===== config.mk =====
export PLATFORM = sky130hd
export DESIGN_NAME = sha256_msg_sched_flat
export DESIGN_NICKNAME = d
export VERILOG_FILES = /design/src/rtl/sha256_msg_sched_if.sv /design/src/rtl/sha256_msg_sched.sv /design/src/flat_wrapper.sv
export SDC_FILE = /design/constraint.sdc
export NUM_CORES = 1
export LEC_CHECK = 0
export BUFFER_PORTS_ARGS = -buffer_cell sky130_fd_sc_hd__buf_2
export CORE_ASPECT_RATIO = 1.25
export CORE_MARGIN = 2
export CORE_UTILIZATION = 58
export CTS_BUF_LIST = sky130_fd_sc_hd__clkbuf_8
export DETAILED_ROUTE_END_ITERATION = 6
export PLACE_DENSITY = 0.86
export SKIP_LAST_GASP = 1
export SLEW_MARGIN = 20
export SYNTH_ARGS = -nofsm -noshare
export SYNTH_HDL_FRONTEND = slang
export SYNTH_SLANG_ARGS = --single-unit

===== constraint.sdc =====
create_clock -name clk -period 4.84 [get_ports clk]
set_input_delay 0.484 -clock clk [delete_from_list [all_inputs] [get_ports clk]]
set_output_delay 0.484 -clock clk [all_outputs]
set_load 0.005 [all_outputs]

===== src/rtl/sha256_msg_sched_if.sv =====
// Bundle of the two handshakes around the SHA-256 message schedule expander:
// the padded-block input from the padder and the schedule-word output to the
// round engine.
//
// Handshake rule for both channels: a transfer happens on a rising clk edge
// where valid && ready are both high. Once raised, valid and its payload stay
// stable until that transfer. A ready seen while valid is low has no effect.
interface sha256_msg_sched_if;
  logic         blk_valid;
  logic         blk_ready;
  logic [511:0] blk_data;
  logic         w_valid;
  logic         w_ready;
  logic [31:0]  w_data;
  logic [5:0]   w_idx;
  logic         w_last;

  // Expander-side view: consumes blocks, produces words.
  modport slave (
    input  blk_valid, blk_data, w_ready,
    output blk_ready, w_valid, w_data, w_idx, w_last
  );

  // Environment-side view: supplies blocks, consumes words.
  modport master (
    output blk_valid, blk_data, w_ready,
    input  blk_ready, w_valid, w_data, w_idx, w_last
  );
endinterface


===== src/rtl/sha256_msg_sched.sv =====
// SHA-256 message schedule expander.
// Accepts one padded 512-bit block and emits W0..W63, one word per handshake.
// W0..W15 are the big-endian block words; W16..W63 are produced on the fly in
// a 16-word sliding window, so the window head is always the word on output.
module sha256_msg_sched (
  input  logic                clk,
  input  logic                rst_n,
  sha256_msg_sched_if.slave   bus,
  output logic                state_dbg   // 0 = IDLE, 1 = EMIT
);

  typedef enum logic {
    ST_IDLE = 1'b0,
    ST_EMIT = 1'b1
  } state_t;

  state_t      state_q, state_d;
  logic [31:0] win_q [16];
  logic [31:0] win_d [16];
  logic [5:0]  t_q, t_d;
  logic        w_valid_q, w_valid_d;
  logic [31:0] w_next;
  logic        w_xfer;

  // Small sigma functions of the schedule recurrence.
  function automatic logic [31:0] rotr(input logic [31:0] x, input int unsigned n);
    return (x >> n) | (x << (32 - n));
  endfunction

  function automatic logic [31:0] sig0(input logic [31:0] x);
    return rotr(x, 7) ^ rotr(x, 18) ^ (x >> 3);
  endfunction

  function automatic logic [31:0] sig1(input logic [31:0] x);
    return rotr(x, 17) ^ rotr(x, 19) ^ (x >> 10);
  endfunction

  // Word that enters the window tail: with win[0] = W_t this is W_{t+16}.
  // Computed every cycle; values produced for t >= 48 are never shifted out.
  always_comb begin
    w_next = sig1(win_q[14]) + win_q[9] + sig0(win_q[1]) + win_q[0];
  end

  // Output-side transfer qualifier.
  always_comb begin
    w_xfer = w_valid_q && bus.w_ready;
  end

  // Next-state logic: block load in IDLE, shift/advance on each word transfer.
  always_comb begin
    state_d   = state_q;
    t_d       = t_q;
    w_valid_d = w_valid_q;
    for (int i = 0; i < 16; i++) begin
      win_d[i] = win_q[i];
    end

    case (state_q)
      ST_IDLE: begin
        if (bus.blk_valid) begin
          for (int i = 0; i < 16; i++) begin
            win_d[i] = bus.blk_data[511 - 32*i -: 32];
          end
          t_d       = 6'd0;
          w_valid_d = 1'b1;
          state_d   = ST_EMIT;
        end
      end
      ST_EMIT: begin
        if (w_xfer) begin
          if (t_q == 6'd63) begin
            t_d       = 6'd0;
            w_valid_d = 1'b0;
            state_d   = ST_IDLE;
          end else begin
            for (int i = 0; i < 15; i++) begin
              win_d[i] = win_q[i + 1];
            end
            win_d[15] = w_next;
            t_d       = t_q + 6'd1;
          end
        end
      end
      default: begin
        state_d   = ST_IDLE;
        t_d       = 6'd0;
        w_valid_d = 1'b0;
      end
    endcase
  end

  // State, window, round index and valid registers; reset clears everything.
  always_ff @(posedge clk or negedge rst_n) begin
    if (!rst_n) begin
      state_q   <= ST_IDLE;
      t_q       <= 6'd0;
      w_valid_q <= 1'b0;
      for (int i = 0; i < 16; i++) begin
        win_q[i] <= 32'd0;
      end
    end else begin
      state_q   <= state_d;
      t_q       <= t_d;
      w_valid_q <= w_valid_d;
      for (int i = 0; i < 16; i++) begin
        win_q[i] <= win_d[i];
      end
    end
  end

  // Outputs come straight from registers; blk_ready depends only on state.
  always_comb begin
    bus.blk_ready = (state_q == ST_IDLE);
    bus.w_valid   = w_valid_q;
    bus.w_data    = win_q[0];
    bus.w_idx     = t_q;
    bus.w_last    = (t_q == 6'd63) && w_valid_q;
    state_dbg     = state_q;
  end

endmodule


===== src/flat_wrapper.sv =====
// flat-port wrapper written by rule: the top's interface ports become plain ports
module sha256_msg_sched_flat 
  (clk, rst_n, state_dbg, bus_blk_valid, bus_blk_data, bus_w_ready, bus_blk_ready, bus_w_valid, bus_w_data, bus_w_idx, bus_w_last);
  sha256_msg_sched_if bus_i ();
  input  logic clk;
  input  logic rst_n;
  output logic state_dbg;
  input wire logic [$bits(bus_i.blk_valid)-1:0] bus_blk_valid;
  input wire logic [$bits(bus_i.blk_data)-1:0] bus_blk_data;
  input wire logic [$bits(bus_i.w_ready)-1:0] bus_w_ready;
  output wire logic [$bits(bus_i.blk_ready)-1:0] bus_blk_ready;
  output wire logic [$bits(bus_i.w_valid)-1:0] bus_w_valid;
  output wire logic [$bits(bus_i.w_data)-1:0] bus_w_data;
  output wire logic [$bits(bus_i.w_idx)-1:0] bus_w_idx;
  output wire logic [$bits(bus_i.w_last)-1:0] bus_w_last;
  assign bus_i.blk_valid = bus_blk_valid;
  assign bus_i.blk_data = bus_blk_data;
  assign bus_i.w_ready = bus_w_ready;
  assign bus_blk_ready = bus_i.blk_ready;
  assign bus_w_valid = bus_i.w_valid;
  assign bus_w_data = bus_i.w_data;
  assign bus_w_idx = bus_i.w_idx;
  assign bus_w_last = bus_i.w_last;
  sha256_msg_sched u_core (.clk(clk), .rst_n(rst_n), .bus(bus_i), .state_dbg(state_dbg));
endmodule

==> reports/summary.txt, run 1 <==
Final ANT Viol Nets: 0
Crit share post-route: 88.88%
CP startpoint kind: flop
Fillers: 3747
Post-synth EDFFs: 0
Final nets: 3933
Fin worst setup slack: 538.0 ps
Synth top area share: 45.61%
Most used DFF post-synth: dfrtp_1
Residual DRC count: 4
Grt total ovfl: 0
Cells after Synth: 2915
MaxCap Viol Count: 0
HP Class: in2reg
Mean post-synth cell area: 9.787 um^2
Finish-stage setup viols: 0
GR Util All Layers: 37.03%
FP Rows: 90
H-tree Lvls: 3
Crit path DAT: 4810 ps
Net Count, Synth: 3525
CP endpoint kind: flop
Ys async rst share: 100.0%
Worst r2r path cells: 12
Pre-CTS setup slack: 543.9 ps
Via-to-Cell Ratio: 5.684
Synth top cells by count: nand2_1 (531), dfrtp_1 (520), mux2i_1 (489)
Share of layout cells above drive strength 1: 21.62%
Vias in the first global route: 23.10k
Tot Pwr: 30720 uW
Placed Cells: 3883
Synth area leaders: dfrtp_1 (46%), mux2i_1 (17%), o21ai_0 (8.5%)
Clock tree buffer depth: 3
Post-Route Setup TNS: 0 ps
Ys Warns: 0
CTS buffer count: 81
Synth Register Bits: 520
Input/output buffers: 557
Post-DP HPWL: 72.56 mm
VDD IR max: 927.1 uV
Slew headroom: 28.85%
Synth cell types: 63
Critical path fanouts, max: 5
Worst-margin pin slew: 1065 ps
First-pass GRT wire length: 139.3 mm
Via total after detailed routing: 23.08k
WHS: 76.70 ps
Area grow syn2layout: 16.11%
Clock transition at path regs: 70 ps
Clk_skew: 35.54 ps
P per Cell Area: 927.3 nW/um^2
CP required: 5350 ps
Fin crit period: 4302 ps
Pins over their slew limit: 0
Initial core utilization: 58.92%
Register area share after synthesis: 45.61%
Final std cells w/o fill: 4061
Status: finished, violations left
Core box area: 48420 um^2
I/O Pins: 558
Violated checks: DRC
Root buf cell: clkbuf_8
Routability cong.: 1.021
DR pass1 iterations: 7
Clock Latency Late Sink: 690 ps
Unrepaired setup endpoints after global routing: false
Post-Syn Area: 28530 um^2
Final WL: 94.45 mm
Post-CTS Resized: 0
Die Y: 252.0 um
CTS tree: done
Initial DRC count: 1774
WS Path Type: reg2reg
Synth area leader: dfrtp_1
Static Leak: 0.01870 uW
Largest net degree at the start of global routing: 163
FMAX: 0.2325 GHz
Die ar.: 50990 um^2
Initial antenna violation count: 34
Final hold violations: 0
Most common cell in the synthesized netlist: nand2_1
WL per Instance: 23.26 um
Hold depth: 3
CTS Sinks: 520
Die Span X: 202.4 um
==> critical path: stages (launching register included) <==
cell	delay, ps
dfrtp_1	460
xnor2_1	180
xnor2_1	390
fa_1	530
fa_1	380
ha_1	400
nand3_1	240
nor3_1	570
o211ai_1	270
a21oi_2	270
a41oi_1	160
xnor2_1	180
o22ai_1	100
==> sequential cells by signal, summed over array words and instances (netlist names) <==
register,flops
u_core.win_q,480
u_core.bus.w_data,32
u_core.state_dbg,1
u_core.bus.w_valid,1
u_core.bus.w_idx,6
==> kinds of logic after synthesis <==
family	count (synthesis)	synth area share, %
compound gates	643	12.12
simple gates	626	8.802
mux	490	17.20
flops	520	45.61
buf+inv	396	6.030
fa+ha+maj	94	5.754
xor+xnor	146	4.482
==> stage by stage <==
stage	utilization [%]	instance area (um^2)
5_1_grt	68.38	33110
3_5_place_dp	64.60	31280
6_report	68.41	33120
2_1_floorplan	-	28530
4_1_cts	68.25	33050
3_3_place_gp	64.60	31280
==> cell usage in the layout, fill, tap and decap left out, drive strengths merged, types with 7 or more instances in the layout <==
cell type / n
buf: 588
nand2: 531
dfrtp: 520
o21ai: 517
mux2i: 489
inv: 159
xnor2: 122
clkbuf: 107
fa: 62
a21oi: 61
nor2: 37
ha: 32
diode: 31
xor2: 24
nand3: 16
and3: 15
o22ai: 11
a21o: 11
a211oi: 7
==> cell type report <==
type | instances | area (um^2) | area share (%)
Tap cell | 644 | 805.8 | 2.433
Clock buffer | 107 | 1473 | 4.446
Multi-Input combinational cell | 1999 | 13800 | 41.65
Inverter | 132 | 495.5 | 1.496
Timing Repair Buffer | 589 | 3178 | 9.594
Antenna cell | 31 | 77.57 | 0.2342
Clock inverter | 39 | 282.8 | 0.8537
Sequential cell | 520 | 13020 | 39.30
==> repair_timing <==
action / in CTS / in global routing
hold buffers: 1 / 0
setup endpoints to repair: 0 / 0
buffers inserted: 0 / 0
hold endpoints to repair: 112 / 0
==> layer usage <==
metal | track usage, % | part of all wire (%)
met1 | 44.87 | 38
met2 | 59.19 | 47
met3 | 7.362 | 7.2
met4 | 26.90 | 7.8
met5 | 0 | 0.073
==> worst paths after layout <==
check                             startpoint             endpoint  slack [ps]
max                        u_core.win_q[460]     u_core.win_q[29]         540
min                        bus_blk_data[209]    u_core.win_q[209]          80
max reg2reg                u_core.win_q[460]     u_core.win_q[29]         540
min reg2reg                u_core.win_q[233]    u_core.win_q[233]         480
max in group asynchronous              rst_n    u_core.win_q[273]        3090
min in group asynchronous              rst_n  u_core.bus.w_idx[5]         490
==> report_power, final <==
group	total [uW]	leakage, uW	internal, uW	switching, uW
logic	19100	0.0109	7330	11700
registers	7650	0.00683	6000	1650
clock network	3990	0.000986	2150	1840
total	30700	0.0187	15500	15200
No activity file was read; power rests on OpenSTA's default activity.
==> run 2: changes to the inputs <==
--- a/config.mk
+++ b/config.mk
@@ -8,10 +8,10 @@
 export BUFFER_PORTS_ARGS = -buffer_cell sky130_fd_sc_hd__buf_2
 export CORE_ASPECT_RATIO = 1.25
 export CORE_MARGIN = 2
-export CORE_UTILIZATION = 58
+export CORE_UTILIZATION = 45
 export CTS_BUF_LIST = sky130_fd_sc_hd__clkbuf_8
 export DETAILED_ROUTE_END_ITERATION = 6
-export PLACE_DENSITY = 0.86
+export PLACE_DENSITY = 0.7
 export SKIP_LAST_GASP = 1
 export SLEW_MARGIN = 20
 export SYNTH_ARGS = -nofsm -noshare
==> constraint.sdc (replaced) <==
create_clock -name clk -period 5.3 [get_ports clk]
set_input_delay 0.53 -clock clk [delete_from_list [all_inputs] [get_ports clk]]
set_output_delay 0.53 -clock clk [all_outputs]
set_load 0.005 [all_outputs]
==> run 2 against run 1 <==
  * Wire length up 4.0%
  * Highest routed layer unchanged
  * Non-clock buffer count down 7
  * Clock skew down 8.6 ps
  * The flow now finishes without violations
  * Flip-flop and latch count unchanged
  * Sequential power down 8.4%
  * Core utilization down 15 points
==> reports/summary.txt, run 2 (synthesis results as in run 1) <==
Crit path DAT: 4950 ps
WS Path Type: reg2reg
FMAX: 0.2256 GHz
Worst R2R Start: u_core.win_q[456]
I/O Pins: 558
Via total after detailed routing: 22.18k
Part of the power in registers: 24.8%
Post-CTS Resized: 0
Hold Path End: u_core.win_q[282]
Static Leak: 0.01873 uW
Area grow syn2layout: 16.98%
CP required: 5820 ps
Non-Filler Cell Area, Final: 33370 um^2
Largest Register: u_core.win_q
DP Area: 31440 um^2
WL per Instance: 23.09 um
Post-Route Setup TNS: 0 ps
Initial core utilization: 45.36%
Max reg flops: 480
Commonest non-fill, non-tap cell in the layout: buf_2
Core box area: 62890 um^2
Die Span X: 229.2 um
Post-DP HPWL: 75.78 mm
Total setup buffers inserted after CTS: 0
MaxCap Viol Count: 0
Fin worst setup slack: 867.6 ps
Final core occ: 53.07%
CP startpoint kind: flop
Die ar.: 65440 um^2
Psw: 13980 uW
R2r setup slk: 870 ps
Worst-margin pin slew: 1089 ps
Finish-stage setup viols: 0
Sw Share: 49.56%
HP Class: in2reg
CTS Sinks: 520
Input/output buffers: 557
Clock group share of total power: 13.4%
CTS buffer count: 89
R2R Path End: u_core.win_q[29]
Clock transition at path regs: 70 ps
VDD IR max: 762.9 uV
CP endpoint kind: flop
GR Util All Layers: 29.84%
Initial DRC count: 1603
Clock tree buffer depth: 3
Critical path fanouts, max: 5
Internal Power: 14230 uW
Fillers: 5947
First-pass GRT wire length: 144.0 mm
H-tree Lvls: 3
CTS tree: done
Final ANT Viol Nets: 0
Fin crit period: 4432 ps
Largest net degree at the start of global routing: 302
P per Cell Area: 845.1 nW/um^2
Slew headroom: 27.38%
Logic pwr share: 61.8%
Root buf cell: clkbuf_8
Routability cong.: 0.9369
Residual DRC count: 0
Crit share post-route: 83.63%
Final WL: 98.26 mm
Unrepaired setup endpoints after global routing: false
Hold path start: bus_blk_data[282]
Hold depth: 3
Initial antenna violation count: 26
Worst r2r path cells: 13
Clk_skew: 26.93 ps
Die Y: 285.5 um
Status: finished, final reports clean
Pins over their slew limit: 0
Final nets: 3934
FP Rows: 103
DR pass1 iterations: 5
WHS: 112.1 ps
Clock Latency Late Sink: 700 ps
Grt total ovfl: 0
Vias in the first global route: 22.40k
Final hold violations: 0
Hold Buf Count CTS: 1
Share of layout cells above drive strength 1: 21.55%
Pre-CTS setup slack: 912.7 ps
Via-to-Cell Ratio: 5.211
Most frequent cells in the layout: buf_2 (556), nand2_1 (531), dfrtp_1 (519)
-- run 2: power groups by stage --
stage	clock network (uW)	logic [uW]	registers [uW]
after CTS	3850	17200	6990
after global placement	0	17000	6990
after global routing	4030	19200	7160
final	3770	17400	7010
after floorplan	0	12700	6180
after detailed placement	0	17000	7060
-- run 2: cell type report --
| cell class | count | area, um^2 | share of cell area [%] |
|---|---|---|---|
| multi-input cells | 1999 | 13800 | 41.34 |
| clock buffers | 112 | 1541 | 4.619 |
| clock inverters | 47 | 292.8 | 0.8773 |
| diodes | 24 | 60.06 | 0.1800 |
| repair buffers | 582 | 3120 | 9.350 |
| flip-flops and latches | 520 | 13020 | 39.00 |
| inverters | 132 | 495.5 | 1.485 |
| well taps | 840 | 1051 | 3.149 |
-- run 2: worst max path at each step --
stage                       endpoint               from  slack [ps]
global route        u_core.win_q[29]  u_core.win_q[456]         700
global placement    u_core.win_q[29]  u_core.win_q[467]         970
detailed placement  u_core.win_q[29]  u_core.win_q[456]         910
finish              u_core.win_q[29]  u_core.win_q[456]         870
floorplan           u_core.win_q[29]  u_core.win_q[456]        1530
CTS                 u_core.win_q[29]  u_core.win_q[456]         860
-- run 2: routing by layer --
metal / wire length (um) / part of all wire [%] / GRT usage [%] / vias to the layer above
met4: 4975 / 5.1 / 16.17 / 8
met5: 48 / 0.049 / 0 / -
met1: 39200 / 40 / 36.09 / 10638
li1: - / - / - / 10645
met3: 5768 / 5.9 / 6.011 / 185
met2: 48270 / 49 / 50.18 / 704
-- run 2: stage by stage --
stage	power, uW	instances
2_1_floorplan	18930	2915
3_3_place_gp	23990	4071
3_5_place_dp	24100	4071
4_1_cts	28060	4231
5_1_grt	30380	4251
6_report	28210	4256
-- run 2: critical path, stage by stage (launching register included) --
cell and delay [ps]:
dfrtp_1 440, xnor2_1 180, xnor2_1 320, fa_1 490
fa_1 450, ha_1 230, fa_1 500, a211oi_1 420
nor3_1 170, o211ai_1 360, a21oi_2 160, a41oi_1 260
xnor2_1 160, o22ai_1 110
==> run 3: changes to the inputs <==
==> constraint.sdc (replaced) <==
create_clock -name clk -period 4.29 [get_ports clk]
set_input_delay 0.429 -clock clk [delete_from_list [all_inputs] [get_ports clk]]
set_output_delay 0.429 -clock clk [all_outputs]
set_load 0.005 [all_outputs]
==> run 3 against run 2 <==
  * Critical path type unchanged
  * Sequential share of layout area shrank 2.3 points
  * Largest power group unchanged
  * Hold slack lost 60 ps
  * First-iteration DRC count grew 17%
  * Global-route usage grew 1.3 points
  * Final area grew 6.2%
  * Clock skew grew 15 ps
  * Power grew 26%
  * Clock power grew 14%
  * Combinational power grew 31%
  * Sequential power grew 22%
  * Flip-flop and latch count is the same
==> reports/summary.txt, run 3 (synthesis results as in run 1) <==
Residual DRC count: 0
CTS Sinks: 520
GR Util All Layers: 31.12%
Most frequent cells in the layout: buf_2 (556), nand2_1 (531), dfrtp_1 (519)
Finish-stage setup viols: 0
Initial core utilization: 45.36%
Final WL: 102.3 mm
Area grow syn2layout: 24.29%
GRT busiest layer: met2
DR pass1 iterations: 6
Die Span X: 229.2 um
Fin crit period: 4119 ps
Clock transition at path regs: 60 ps
Logic pwr share: 63.9%
Psw: 17830 uW
I/O Pins: 558
Clock Latency Late Sink: 690 ps
Clock group share of total power: 12.1%
HP Class: in2reg
P per Cell Area: 1005 nW/um^2
CP endpoint kind: flop
Internal Power: 17820 uW
First-pass GRT wire length: 151.4 mm
WS Path Type: reg2reg
Die Y: 285.5 um
Commonest non-fill, non-tap cell in the layout: buf_2
Crit path DAT: 4640 ps
Static Leak: 0.01969 uW
Final std cells w/o fill: 4468
MaxCap Viol Count: 0
Post-Route Setup TNS: 0 ps
Clk_skew: 42.22 ps
Fillers: 5608
Via total after detailed routing: 23.46k
Tot Pwr: 35650 uW
Placed Cells: 4120
Vias in the first global route: 24.11k
Root buf cell: clkbuf_8
Post-DP HPWL: 78.13 mm
Input/output buffers: 557
Status: finished, final reports clean
Initial DRC count: 1871
Final nets: 4161
Slew headroom: 39.69%
WL per Instance: 22.88 um
Clock tree buffer depth: 3
Largest Register: u_core.win_q
Largest net degree at the start of global routing: 168
Met2 Track Usage GR: 51.88%
Core box area: 62890 um^2
GR Layer Usage met3: 5.283%
Final core occ: 56.38%
Pins over their slew limit: 0
FP Rows: 103
Routability cong.: 0.9413
Initial antenna violation count: 18
CTS tree: done
H-tree Lvls: 3
Sw Share: 50.02%
Met1 usage: 38.02%
Part of the power in registers: 24.1%
Crit share post-route: 96.01%
CTS buffer count: 86
Final hold violations: 0
Critical path fanouts, max: 3
Final ANT Viol Nets: 0
CP required: 4810 ps
Share of layout cells above drive strength 1: 21.27%
FMAX: 0.2428 GHz
Worst-margin pin slew: 904.6 ps
CP startpoint kind: flop
VDD IR max: 1092 uV
Via-to-Cell Ratio: 5.251
Max reg flops: 480
Grt total ovfl: 0
Die ar.: 65440 um^2
-- run 3: timing repair --
item	4_1_cts	5_1_grt
hold endpoints to repair	274	0
gates resized for setup	0	5
endpoints found under the setup margin	0	9
setup buffers	0	1
hold buffers	182	0
-- run 3: worst paths after layout --
kind | from | end | slack [ps] | depth (start not counted)
max reg2reg | u_core.win_q[50] | u_core.win_q[27] | 170 | 14
max in group asynchronous | rst_n | u_core.win_q[13] | 2750 | 3
min in group asynchronous | rst_n | u_core.win_q[152] | 390 | 2
min | bus_blk_data[124] | u_core.win_q[124] | 50 | 3
min reg2reg | u_core.win_q[143] | u_core.win_q[143] | 480 | 2
max | u_core.win_q[50] | u_core.win_q[27] | 170 | 14
-- run 3: routing by layer --
metal  vias to the layer above  routed length, um
li1                      11088                  -
met1                     11268              40560
met2                       855              49340
met3                       243               5741
met4                         6               6564
met5                         -                 44
-- run 3: area by class of cell --
class	count	area, um^2	share of cell area (%)
tap	840	1051	2.964
multi-input combinational	1999	13820	38.98
inverter	132	495.5	1.397
sequential	520	13020	36.71
clock inverter	46	259.0	0.7304
timing repair buffer	812	5380	15.17
antenna	18	45.04	0.1270
clock buffer	101	1390	3.920
-- run 3: stage by stage --
step	hold WS, ps	instance area, um^2	setup slack, ps
2_1_floorplan	133.4	28530	524.5
3_3_place_gp	460.9	31910	151.1
3_5_place_dp	470.0	31910	91.12
4_1_cts	0.06428	35380	47.33
5_1_grt	26.74	35450	-14.12
6_report	51.79	35460	171.3
-- run 3: power by group through the flow --
stage,combinational [uW],sequential (uW),clock [uW]
6_report,22800,8580,4300
5_1_grt,24900,8760,4600
2_1_floorplan,15700,7640,0
4_1_cts,22200,8550,4390
3_5_place_dp,21900,8620,0
3_3_place_gp,21800,8550,0
-- run 3: worst max-delay path, cell delays in order (launching register included) --
cell       delay [ps]
dfrtp_1           390
xnor2_1           140
xnor2_1           270
fa_1              500
fa_1              460
ha_1              230
fa_1              500
a211oi_2          310
nor3_1            150
buf_4             160
o2111ai_1         200
nand3_1           170
a21oi_1           190
xor2_1            190
o22ai_1           100
